[config.mk]
export PLATFORM = sky130hd
export DESIGN_NAME = uart_rx_frame
export DESIGN_NICKNAME = d
export VERILOG_FILES = /design/src/rtl/uart_pkg.sv /design/src/rtl/uart_rx_sampler.sv /design/src/rtl/uart_rx_frame.sv
export SDC_FILE = /design/constraint.sdc
export NUM_CORES = 1
export LEC_CHECK = 0
export CORE_AREA = 4 4 99 101
export CTS_CLUSTER_SIZE = 28
export DETAILED_ROUTE_END_ITERATION = 6
export DIE_AREA = 0 0 103 105
export DONT_BUFFER_PORTS = 1
export GPL_TIMING_DRIVEN = 1
export MAX_ROUTING_LAYER = met4
export PLACE_DENSITY = 0.47
export SYNTH_ARGS = -nofsm -noshare
export SYNTH_HDL_FRONTEND = slang
export SYNTH_SLANG_ARGS = --single-unit
[constraint.sdc]
create_clock -name CLK -period 5 [get_ports CLK]
set_input_delay 0.5 -clock CLK [delete_from_list [all_inputs] [get_ports CLK]]
set_output_delay 0.5 -clock CLK [all_outputs]
set_load 0.05 [all_outputs]
[src/rtl/uart_pkg.sv]
// Shared constants for the UART receive path: FSM encoding, parity selectors and legal oversampling ratios.
package uart_pkg;

    localparam int unsigned WIDTH   = 8;
    localparam int unsigned PRESC_W = 6;

    typedef enum logic [2:0] {
        IDLE   = 3'd0,
        START  = 3'd1,
        DATA   = 3'd2,
        PARITY = 3'd3,
        STOP   = 3'd4
    } rx_state_t;

    localparam logic PAR_EVEN = 1'b0;
    localparam logic PAR_ODD  = 1'b1;

    localparam logic [PRESC_W-1:0] PRESC_8  = PRESC_W'(8);
    localparam logic [PRESC_W-1:0] PRESC_16 = PRESC_W'(16);
    localparam logic [PRESC_W-1:0] PRESC_32 = PRESC_W'(32);

endpackage

[src/rtl/uart_rx_sampler.sv]
// Per-bit timing: counts oversampling ticks, takes three mid-bit samples and
// reports the majority value plus the sample-ready and end-of-bit strobes.
module uart_rx_sampler #(
    parameter int unsigned presc_w = 6
) (
    input  logic               i_clk,
    input  logic               i_rst_n,
    input  logic               i_run,
    input  logic               i_rx_s,
    input  logic [presc_w-1:0] i_presc,
    output logic               o_bit_c,
    output logic               o_sample_done_c,
    output logic               o_bit_done_c
);

    logic [presc_w-1:0] r_edge_cnt;
    logic [presc_w-1:0] w_half;
    logic [presc_w-1:0] w_last;
    logic               r_s0;
    logic               r_s1;
    logic               r_s2;

    assign w_half = i_presc >> 1;
    assign w_last = i_presc - presc_w'(1);

    // Wrap at Prescale-1 so an illegal ratio still cycles rather than sticking.
    always_ff @(posedge i_clk or negedge i_rst_n) begin
        if (!i_rst_n) begin
            r_edge_cnt <= '0;
            r_s0       <= 1'b1;
            r_s1       <= 1'b1;
            r_s2       <= 1'b1;
        end else begin
            if (!i_run) begin
                r_edge_cnt <= '0;
            end else if (r_edge_cnt == w_last) begin
                r_edge_cnt <= '0;
            end else begin
                r_edge_cnt <= r_edge_cnt + presc_w'(1);
            end
            if (r_edge_cnt == (w_half - presc_w'(1))) r_s0 <= i_rx_s;
            if (r_edge_cnt == w_half)                 r_s1 <= i_rx_s;
            if (r_edge_cnt == (w_half + presc_w'(1))) r_s2 <= i_rx_s;
        end
    end

    assign o_bit_c         = (r_s0 & r_s1) | (r_s0 & r_s2) | (r_s1 & r_s2);
    assign o_sample_done_c = (r_edge_cnt == (w_half + presc_w'(2)));
    assign o_bit_done_c    = (r_edge_cnt == w_last);

endmodule

[src/rtl/uart_rx_frame.sv]
// UART receiver front-end: synchronizes RX, deframes start/data/parity/stop
// and emits one byte per good frame with a single-cycle valid pulse.
module uart_rx_frame
    import uart_pkg::*;
#(
    parameter int unsigned width   = WIDTH,
    parameter int unsigned presc_w = PRESC_W
) (
    input  logic               CLK,
    input  logic               Reset,
    input  logic               RX_IN,
    input  logic [presc_w-1:0] Prescale,
    input  logic               PAR_EN,
    input  logic               PAR_TYP,
    output logic [width-1:0]   P_DATA,
    output logic               Data_Valid,
    output logic               Parity_Error,
    output logic               Stop_Error
);

    localparam int unsigned BIT_CNT_W = (width > 1) ? $clog2(width) : 1;
    localparam logic [BIT_CNT_W-1:0] LAST_BIT = BIT_CNT_W'(width - 1);

    rx_state_t              r_state;
    rx_state_t              w_state_nxt;
    logic                   r_sync1;
    logic                   r_rx_s;
    logic [BIT_CNT_W-1:0]   r_bit_cnt;
    logic [BIT_CNT_W-1:0]   w_bit_cnt_nxt;
    logic [width-1:0]       r_shift;
    logic [width-1:0]       w_shift_nxt;
    logic                   r_par_bad;
    logic                   w_par_bad_nxt;
    logic [presc_w-1:0]     r_presc;
    logic [presc_w-1:0]     w_presc_nxt;
    logic                   r_par_en;
    logic                   w_par_en_nxt;
    logic                   r_par_typ;
    logic                   w_par_typ_nxt;
    logic [width-1:0]       r_p_data;
    logic [width-1:0]       w_p_data_nxt;
    logic                   r_dv;
    logic                   w_dv_nxt;
    logic                   r_par_err;
    logic                   w_par_err_nxt;
    logic                   r_stop_err;
    logic                   w_stop_err_nxt;
    logic                   w_frame_start;
    logic [presc_w-1:0]     w_presc_s;
    logic                   w_run;
    logic                   w_bit;
    logic                   w_sample_done;
    logic                   w_bit_done;

    // Live ratio while idle so the detection cycle already counts as tick 0.
    assign w_presc_s = (r_state == IDLE) ? Prescale : r_presc;
    assign w_run     = (w_state_nxt != IDLE);

    uart_rx_sampler #(
        .presc_w (presc_w)
    ) u_sampler (
        .i_clk           (CLK),
        .i_rst_n         (Reset),
        .i_run           (w_run),
        .i_rx_s          (r_rx_s),
        .i_presc         (w_presc_s),
        .o_bit_c         (w_bit),
        .o_sample_done_c (w_sample_done),
        .o_bit_done_c    (w_bit_done)
    );

    always_ff @(posedge CLK or negedge Reset) begin
        if (!Reset) begin
            r_sync1 <= 1'b1;
            r_rx_s  <= 1'b1;
        end else begin
            r_sync1 <= RX_IN;
            r_rx_s  <= r_sync1;
        end
    end

    always_ff @(posedge CLK or negedge Reset) begin
        if (!Reset) begin
            r_state <= IDLE;
        end else begin
            r_state <= w_state_nxt;
        end
    end

    always_comb begin
        w_state_nxt    = r_state;
        w_bit_cnt_nxt  = r_bit_cnt;
        w_shift_nxt    = r_shift;
        w_par_bad_nxt  = r_par_bad;
        w_presc_nxt    = r_presc;
        w_par_en_nxt   = r_par_en;
        w_par_typ_nxt  = r_par_typ;
        w_p_data_nxt   = r_p_data;
        w_dv_nxt       = 1'b0;
        w_par_err_nxt  = r_par_err;
        w_stop_err_nxt = r_stop_err;
        w_frame_start  = 1'b0;

        unique case (r_state)
            IDLE: begin
                if (!r_rx_s) begin
                    w_state_nxt   = START;
                    w_frame_start = 1'b1;
                end
            end
            START: begin
                if (w_sample_done && w_bit) begin
                    w_state_nxt = IDLE;
                end else if (w_bit_done) begin
                    w_state_nxt = DATA;
                end
            end
            DATA: begin
                if (w_sample_done) w_shift_nxt[r_bit_cnt] = w_bit;
                if (w_bit_done) begin
                    if (r_bit_cnt == LAST_BIT) begin
                        w_bit_cnt_nxt = '0;
                        w_state_nxt   = r_par_en ? PARITY : STOP;
                    end else begin
                        w_bit_cnt_nxt = r_bit_cnt + BIT_CNT_W'(1);
                    end
                end
            end
            PARITY: begin
                if (w_sample_done) begin
                    w_par_bad_nxt = (w_bit != ((^r_shift) ^ (r_par_typ == PAR_ODD)));
                end
                if (w_bit_done) w_state_nxt = STOP;
            end
            STOP: begin
                if (w_bit_done) begin
                    w_par_err_nxt  = r_par_bad;
                    w_stop_err_nxt = !w_bit;
                    if (w_bit && !r_par_bad) begin
                        w_p_data_nxt = r_shift;
                        w_dv_nxt     = 1'b1;
                    end
                    // A line already low here is the next frame's start bit.
                    if (!r_rx_s) begin
                        w_state_nxt   = START;
                        w_frame_start = 1'b1;
                    end else begin
                        w_state_nxt = IDLE;
                    end
                end
            end
            default: w_state_nxt = IDLE;
        endcase

        if (w_frame_start) begin
            w_presc_nxt   = Prescale;
            w_par_en_nxt  = PAR_EN;
            w_par_typ_nxt = PAR_TYP;
            w_bit_cnt_nxt = '0;
            w_par_bad_nxt = 1'b0;
        end
    end

    always_ff @(posedge CLK or negedge Reset) begin
        if (!Reset) begin
            r_bit_cnt  <= '0;
            r_shift    <= '0;
            r_par_bad  <= 1'b0;
            r_presc    <= PRESC_8;
            r_par_en   <= 1'b0;
            r_par_typ  <= PAR_EVEN;
            r_p_data   <= '0;
            r_dv       <= 1'b0;
            r_par_err  <= 1'b0;
            r_stop_err <= 1'b0;
        end else begin
            r_bit_cnt  <= w_bit_cnt_nxt;
            r_shift    <= w_shift_nxt;
            r_par_bad  <= w_par_bad_nxt;
            r_presc    <= w_presc_nxt;
            r_par_en   <= w_par_en_nxt;
            r_par_typ  <= w_par_typ_nxt;
            r_p_data   <= w_p_data_nxt;
            r_dv       <= w_dv_nxt;
            r_par_err  <= w_par_err_nxt;
            r_stop_err <= w_stop_err_nxt;
        end
    end

    assign P_DATA       = r_p_data;
    assign Data_Valid   = r_dv;
    assign Parity_Error = r_par_err;
    assign Stop_Error   = r_stop_err;

endmodule

## After elaboration in Yosys (flattened, before gate mapping)

Cells that the tools add are included.

| word-level totals | value |
|---|---|
| input port bits | 11 |
| register bits after elaboration | 45 |

| operators by class | value |
|---|---|
| magnitude comparators | 2 |
| bitwise logic cells | 6 |
| add/sub/neg operators | 6 |
| eq/ne operators | 11 |
| muxes and demuxes | 29 |
| reduce and logical (&&, ||, !) cells | 17 |

Operators by type and width:

| cell | count |
|---|---|
| $mux W3 | 12 |
| $eq A6 B6 Y1 | 4 |
| $mux W6 | 3 |
| $pmux W3 S5 | 1 |
| $mux W1 | 10 |
| $bwmux W8 | 1 |
| $reduce_and A2 Y1 | 4 |
| $reduce_bool A2 Y1 | 4 |
| $reduce_xor A8 Y1 | 1 |
| $add A5 B1 Y6 const B | 1 |
| $add A5 B2 Y6 const B | 1 |
| $add A6 B1 Y6 const B | 1 |
| $eq A3 B2 Y1 const B | 2 |
| $eq A3 B3 Y1 const B | 2 |
| $eq A6 B5 Y1 | 1 |
| $sub A5 B1 Y6 const B | 1 |
| $sub A6 B1 Y6 const B | 1 |
| $lt A3 B4 Y1 const B | 1 |
| $add A3 B1 Y3 const B | 1 |
| $and A1 B1 Y1 | 3 |
| $demux W1 S3 | 1 |
| $eq A3 B1 Y1 const B | 1 |
| $ge A3 B1 Y1 const B | 1 |
| $logic_and A1 B1 Y1 | 3 |
| 8 further kinds | 10 |

## Logic depth before layout (Yosys ltp)

| depth | value |
|---|---|
| word-level depth | 9 |
| depth in mapped cells | 14 |
| mapped depth without buffers | 11 |

## By module

From an unflattened synthesis, not the netlist that was laid out.

| second synthesis, totals | value |
|---|---|
| cell total of the unflattened synthesis | 279 |
| area total of the unflattened synthesis | 2821.5 um^2 |

Modules (own cells, without submodules):

| module | times used | area an instance (um^2) | cells each |
|---|---|---|---|
| uart_rx_frame | 1 | 1750.4 | 155 |
| uart_rx_sampler | 1 | 1071.0 | 124 |

## Least setup slack after synthesis

OpenSTA, ideal clock, no wires.

| timing path | value |
|---|---|
| path type | reg2reg |
| from | reg r_state[2] |
| to | reg r_p_data[0] (netlist: P_DATA[0]) |
| cell stages (with the launch flop) | 15 |
| data arrival time | 3509 ps |
| period minus slack after synthesis | 3634 ps |
| setup slack | 1366 ps |
| data required time | 4875 ps |
| path through | dfrtp_1 -> buf_6 -> or3_1 -> buf_4 -> mux2_4 -> inv_1 -> ha_1 -> clkbuf_1 -> inv_1 -> o211ai_1 -> nand4b_4 -> or3_1 -> buf_6 -> nor4_4 -> mux2_2 |

| on the way | value |
|---|---|
| cells in the longest elaborated chain, start to end | 5 |

RTL lines:

| element | line | source |
|---|---|---|
| start, declared | uart_rx_frame.sv:24 | `rx_state_t r_state;` |
| start signal, assigned | uart_rx_frame.sv:86 | `r_state <= w_state_nxt;` |
| $logic_not A3 Y1 | uart_rx_frame.sv:56 | `assign w_presc_s = (r_state == IDLE) ? Prescale : r_presc;` |
| $mux W6 | uart_rx_frame.sv:56 |  |
| $sub A6 B1 Y6 | uart_rx_sampler.sv:24 | `assign w_last = i_presc - presc_w'(1);` |
| $eq A6 B6 Y1 | uart_rx_sampler.sv:49 | `assign o_bit_done_c = (r_edge_cnt == w_last);` |
| $reduce_and A3 Y1 (no line) * | -- |  |
| end signal, assigned | uart_rx_frame.sv:183 | `r_p_data <= w_p_data_nxt;` |
| end, declared | uart_rx_frame.sv:40 | `logic [width-1:0] r_p_data;` |

Every way passes the cells marked *; elsewhere a longest branch is shown, timed or not.
A chain may end at the register's enable or synchronous reset.

## Final worst setup path

| timing path | value |
|---|---|
| from | reg r_state[2] |
| to | reg r_p_data[6] (netlist: P_DATA[6]) |

Same word-level chain as after synthesis.

==> results.sh <==
export IMPL_cellPowerDensity_nw_per_um2=615
export IMPL_yosys_area_share_simple_pct=18.9
export IMPL_h_tree_depth=2
export IMPL_grt_first_pass_wirelength_um=12800
export IMPL_criticalPathCategory="reg2reg"
export IMPL_dr_pass1_iters=5
export IMPL_synth_area_leaders="dfrtp_1 32%, mux2_2 11%, xnor2_1 7.1%"
export IMPL_num_vias=2362
export IMPL_fin_area_um2=3260
export IMPL_fin_tns_setup_ns=0
export IMPL_rows=35
export IMPL_rsz0062_at_grt="false"
export IMPL_numPortBuffers=0
export IMPL_diodes=0
export IMPL_finalCoreUtilization_pct=36.1
export IMPL_synth_seq_cells=45
export IMPL_setup_viol=0
export IMPL_die_x_um=103
export IMPL_dp_cells=409
export IMPL_power_mw=2.00
export IMPL_async_reset_ff_share_pct=100
export IMPL_avgRoutedWirePerCell_um=18.5
export IMPL_core_region_area_um2=9020
export IMPL_hold_slack_ns=0.0357
export IMPL_seqCellArea_um2=1130
export IMPL_synth_nets=331
export IMPL_io_pins=22
export IMPL_grt_max_degree=40
export IMPL_via_per_inst=5.65
export IMPL_antenna_found_initial=0
export IMPL_finalNetCount=325
export IMPL_dpl_cell_area_um2=3130
export IMPL_grt_overflow=0
export IMPL_place_ws_ns=0.605
export IMPL_drive_gt1_share_pct=18.9
export IMPL_syn_avg_cell_area_um2=9.85
export IMPL_worstPathMaxFanout=18
export IMPL_ys_warn_count=0
export IMPL_hold_viol_final=0
export IMPL_synth_xor_area_share_pct=8.84
export IMPL_grtUsageTotal_pct=15.5
export IMPL_synth_distinct_cells=64
export IMPL_cap_violations=0
export IMPL_fmaxAchievable_mhz=228
export IMPL_ir_worst_vdd_v=0.000150
export IMPL_cts_root_buf="clkbuf_8"
export IMPL_hold_class="in2async"
export IMPL_drt_iter0_markers=166
export IMPL_critPathLaunchType="flip-flop"
export IMPL_insertion_delay_ns=0.30
export IMPL_die_y_um=105
export IMPL_grt_pass1_vias=2434
export IMPL_clk_path_buf_depth=2
export IMPL_antenna_left=0
export IMPL_drcViolationCount=0
export IMPL_max_slew_margin_pct=37.0
export IMPL_synth_edf_count=0
export IMPL_synth_top_cell_by_area="dfrtp_1"
export IMPL_critPathArrivalTime_ns=4.57
export IMPL_synth_top_area_share_pct=31.8
export IMPL_p_leak_nw=1.33
export IMPL_fillers=921
export IMPL_stdcell_count=418
export IMPL_path_clk_slew_ns=0.09
export IMPL_timing_final_crit_share_pct=87.8
export IMPL_synth_compound_area_share_pct=14.5
export IMPL_synthCells=312
export IMPL_cts_tree="done"
export IMPL_finalMaxSlewViolations=0
export IMPL_end_kind="flip-flop"
export IMPL_period_needed_ns=4.39
export IMPL_place_congestion=0.862
export IMPL_status="finished, final reports clean"
export IMPL_numCtsBuffers=5
export IMPL_area_growth_pct=6.15
export IMPL_start_util_pct=34.0
export IMPL_finalWorstSetupSlack_ns=0.612
export IMPL_finalClockSkew_ns=0.0117
export IMPL_required_ns=5.19
export IMPL_dp_hpwl_um=5640
export IMPL_yosysSeqAreaShare_pct=36.9
export IMPL_synth_mux_area_share_pct=12.7
export IMPL_synth_area_um2=3070
export IMPL_ys_flop_type="dfrtp_1"
export IMPL_clock_sinks=45
export IMPL_die_area_um2=10800
export IMPL_synth_top_family_by_area="simple AND/OR/NAND/NOR gates"
export IMPL_tightest_slew_ns=0.938
export IMPL_synthAdderAreaFrac_pct=3.26
export IMPL_wirelength_um=7730
export IMPL_multiInputGateArea_um2=1790
-- cell families after synthesis --
group,count (synthesis)
AOI/OAI and AO/OA,61
xor gates and xnor gates,31
adders and majority gates,8
buffers and inverters,31
DFF,45
muxes,35
and+or+nand+nor,101
-- registers in the layout, summed over array words and instances (netlist names), 3 cells and up --
signal	flops
P_DATA	8
r_bit_cnt	3
r_presc	6
r_shift	8
r_state	3
u_sampler.r_edge_cnt	6
-- worst max-delay path, cell delays in order (launching register included) --
cell      delay [ns]
dfrtp_1         0.59
nor3_1          0.81
mux2_2          0.47
inv_1           0.09
ha_1            0.29
inv_1           0.09
o211ai_1        0.28
nand4b_4        0.14
or3_1           0.52
nor4_4          0.58
mux2_2          0.40
-- cells in the mapped netlist (6+ instances only) --
| master | number |
|---|---|
| xnor2_1 | 25 |
| clkbuf_1 | 8 |
| nor3_1 | 16 |
| nor2_1 | 18 |
| nand2_1 | 17 |
| dfrtp_1 | 39 |
| o21ai_0 | 14 |
| nand3_1 | 12 |
| inv_1 | 15 |
| nor4_1 | 8 |
| mux2_2 | 29 |
| dfstp_2 | 6 |
| ha_1 | 8 |
| or3_1 | 6 |
| xor2_1 | 6 |
-- cell usage in the layout, fill, tap and decap left out, types with 3 or more instances in the layout --
master / Yosys / routed
dfrtp_1: 39 / 39
mux2_2: 29 / 29
xnor2_1: 25 / 25
nor2_1: 18 / 18
nand2_1: 17 / 17
nor3_1: 16 / 16
inv_1: 15 / 15
o21ai_0: 14 / 14
nand3_1: 12 / 12
nor4_1: 8 / 8
ha_1: 8 / 8
or3_1: 6 / 6
xor2_1: 6 / 6
dfstp_2: 6 / 6
o31ai_1: 5 / 5
mux2i_1: 5 / 5
clkbuf_8: 0 / 5
a31oi_1: 4 / 4
a21oi_1: 4 / 4
nand2b_1: 4 / 4
o2111ai_1: 3 / 3
-- path summary, 6_finish.rpt --
check                                           from                                end  slack, ns  depth (start not counted)
worst max-delay path            r_state[2]$_DFF_PN0_              P_DATA[6]$_DFFE_PN0P_       0.61                         10
worst min-delay path                           Reset  u_sampler.r_edge_cnt[4]$_DFF_PN0_       0.04                          1
worst max register to register  r_state[2]$_DFF_PN0_              P_DATA[6]$_DFFE_PN0P_       0.61                         10
worst min register to register     r_sync1$_DFF_PN1_                   r_rx_s$_DFF_PN1_       0.36                          0
max in group asynchronous                      Reset               r_par_en$_DFFE_PN0P_       4.76                          1
min in group CLK                               RX_IN                  r_sync1$_DFF_PN1_       0.19                          0
-- per-layer routing --
metal / share of wire, % / global-route usage (%) / wire length (um) / vias up
met4: 2.1 / 5.83 / 164 / 0
met1: 45 / 21.0 / 3510 / 1144
li1: - / - / - / 1130
met2: 47 / 23.2 / 3670 / 72
met3: 4.9 / 2.20 / 382 / 16
met5: 0 / - / 0 / -
-- final cells by class --
cell class                 instances  area share (%)
inverter                          16            1.84
clock inverter                     2            1.19
timing repair buffer               2           0.844
multi-input combinational        236            54.9
sequential                        45            34.8
tap                              111            4.26
clock buffer                       6            2.23
-- what timing repair did --
item / CTS / global route
hold endpoints to repair: 39 / 0
hold buffers: 1 / 0
setup endpoints to repair: 0 / 0
buffers inserted: 0 / 0
gates resized for setup: 0 / 0
-- power breakdown --
group,leakage (nW),total (mW),switching (mW),internal (mW)
clock,0.0558,0.283,0.132,0.151
sequential,0.581,0.606,0.150,0.456
combinational,0.694,1.12,0.635,0.480
total,1.33,2.00,0.917,1.09
(Power assumes the default switching activity.)
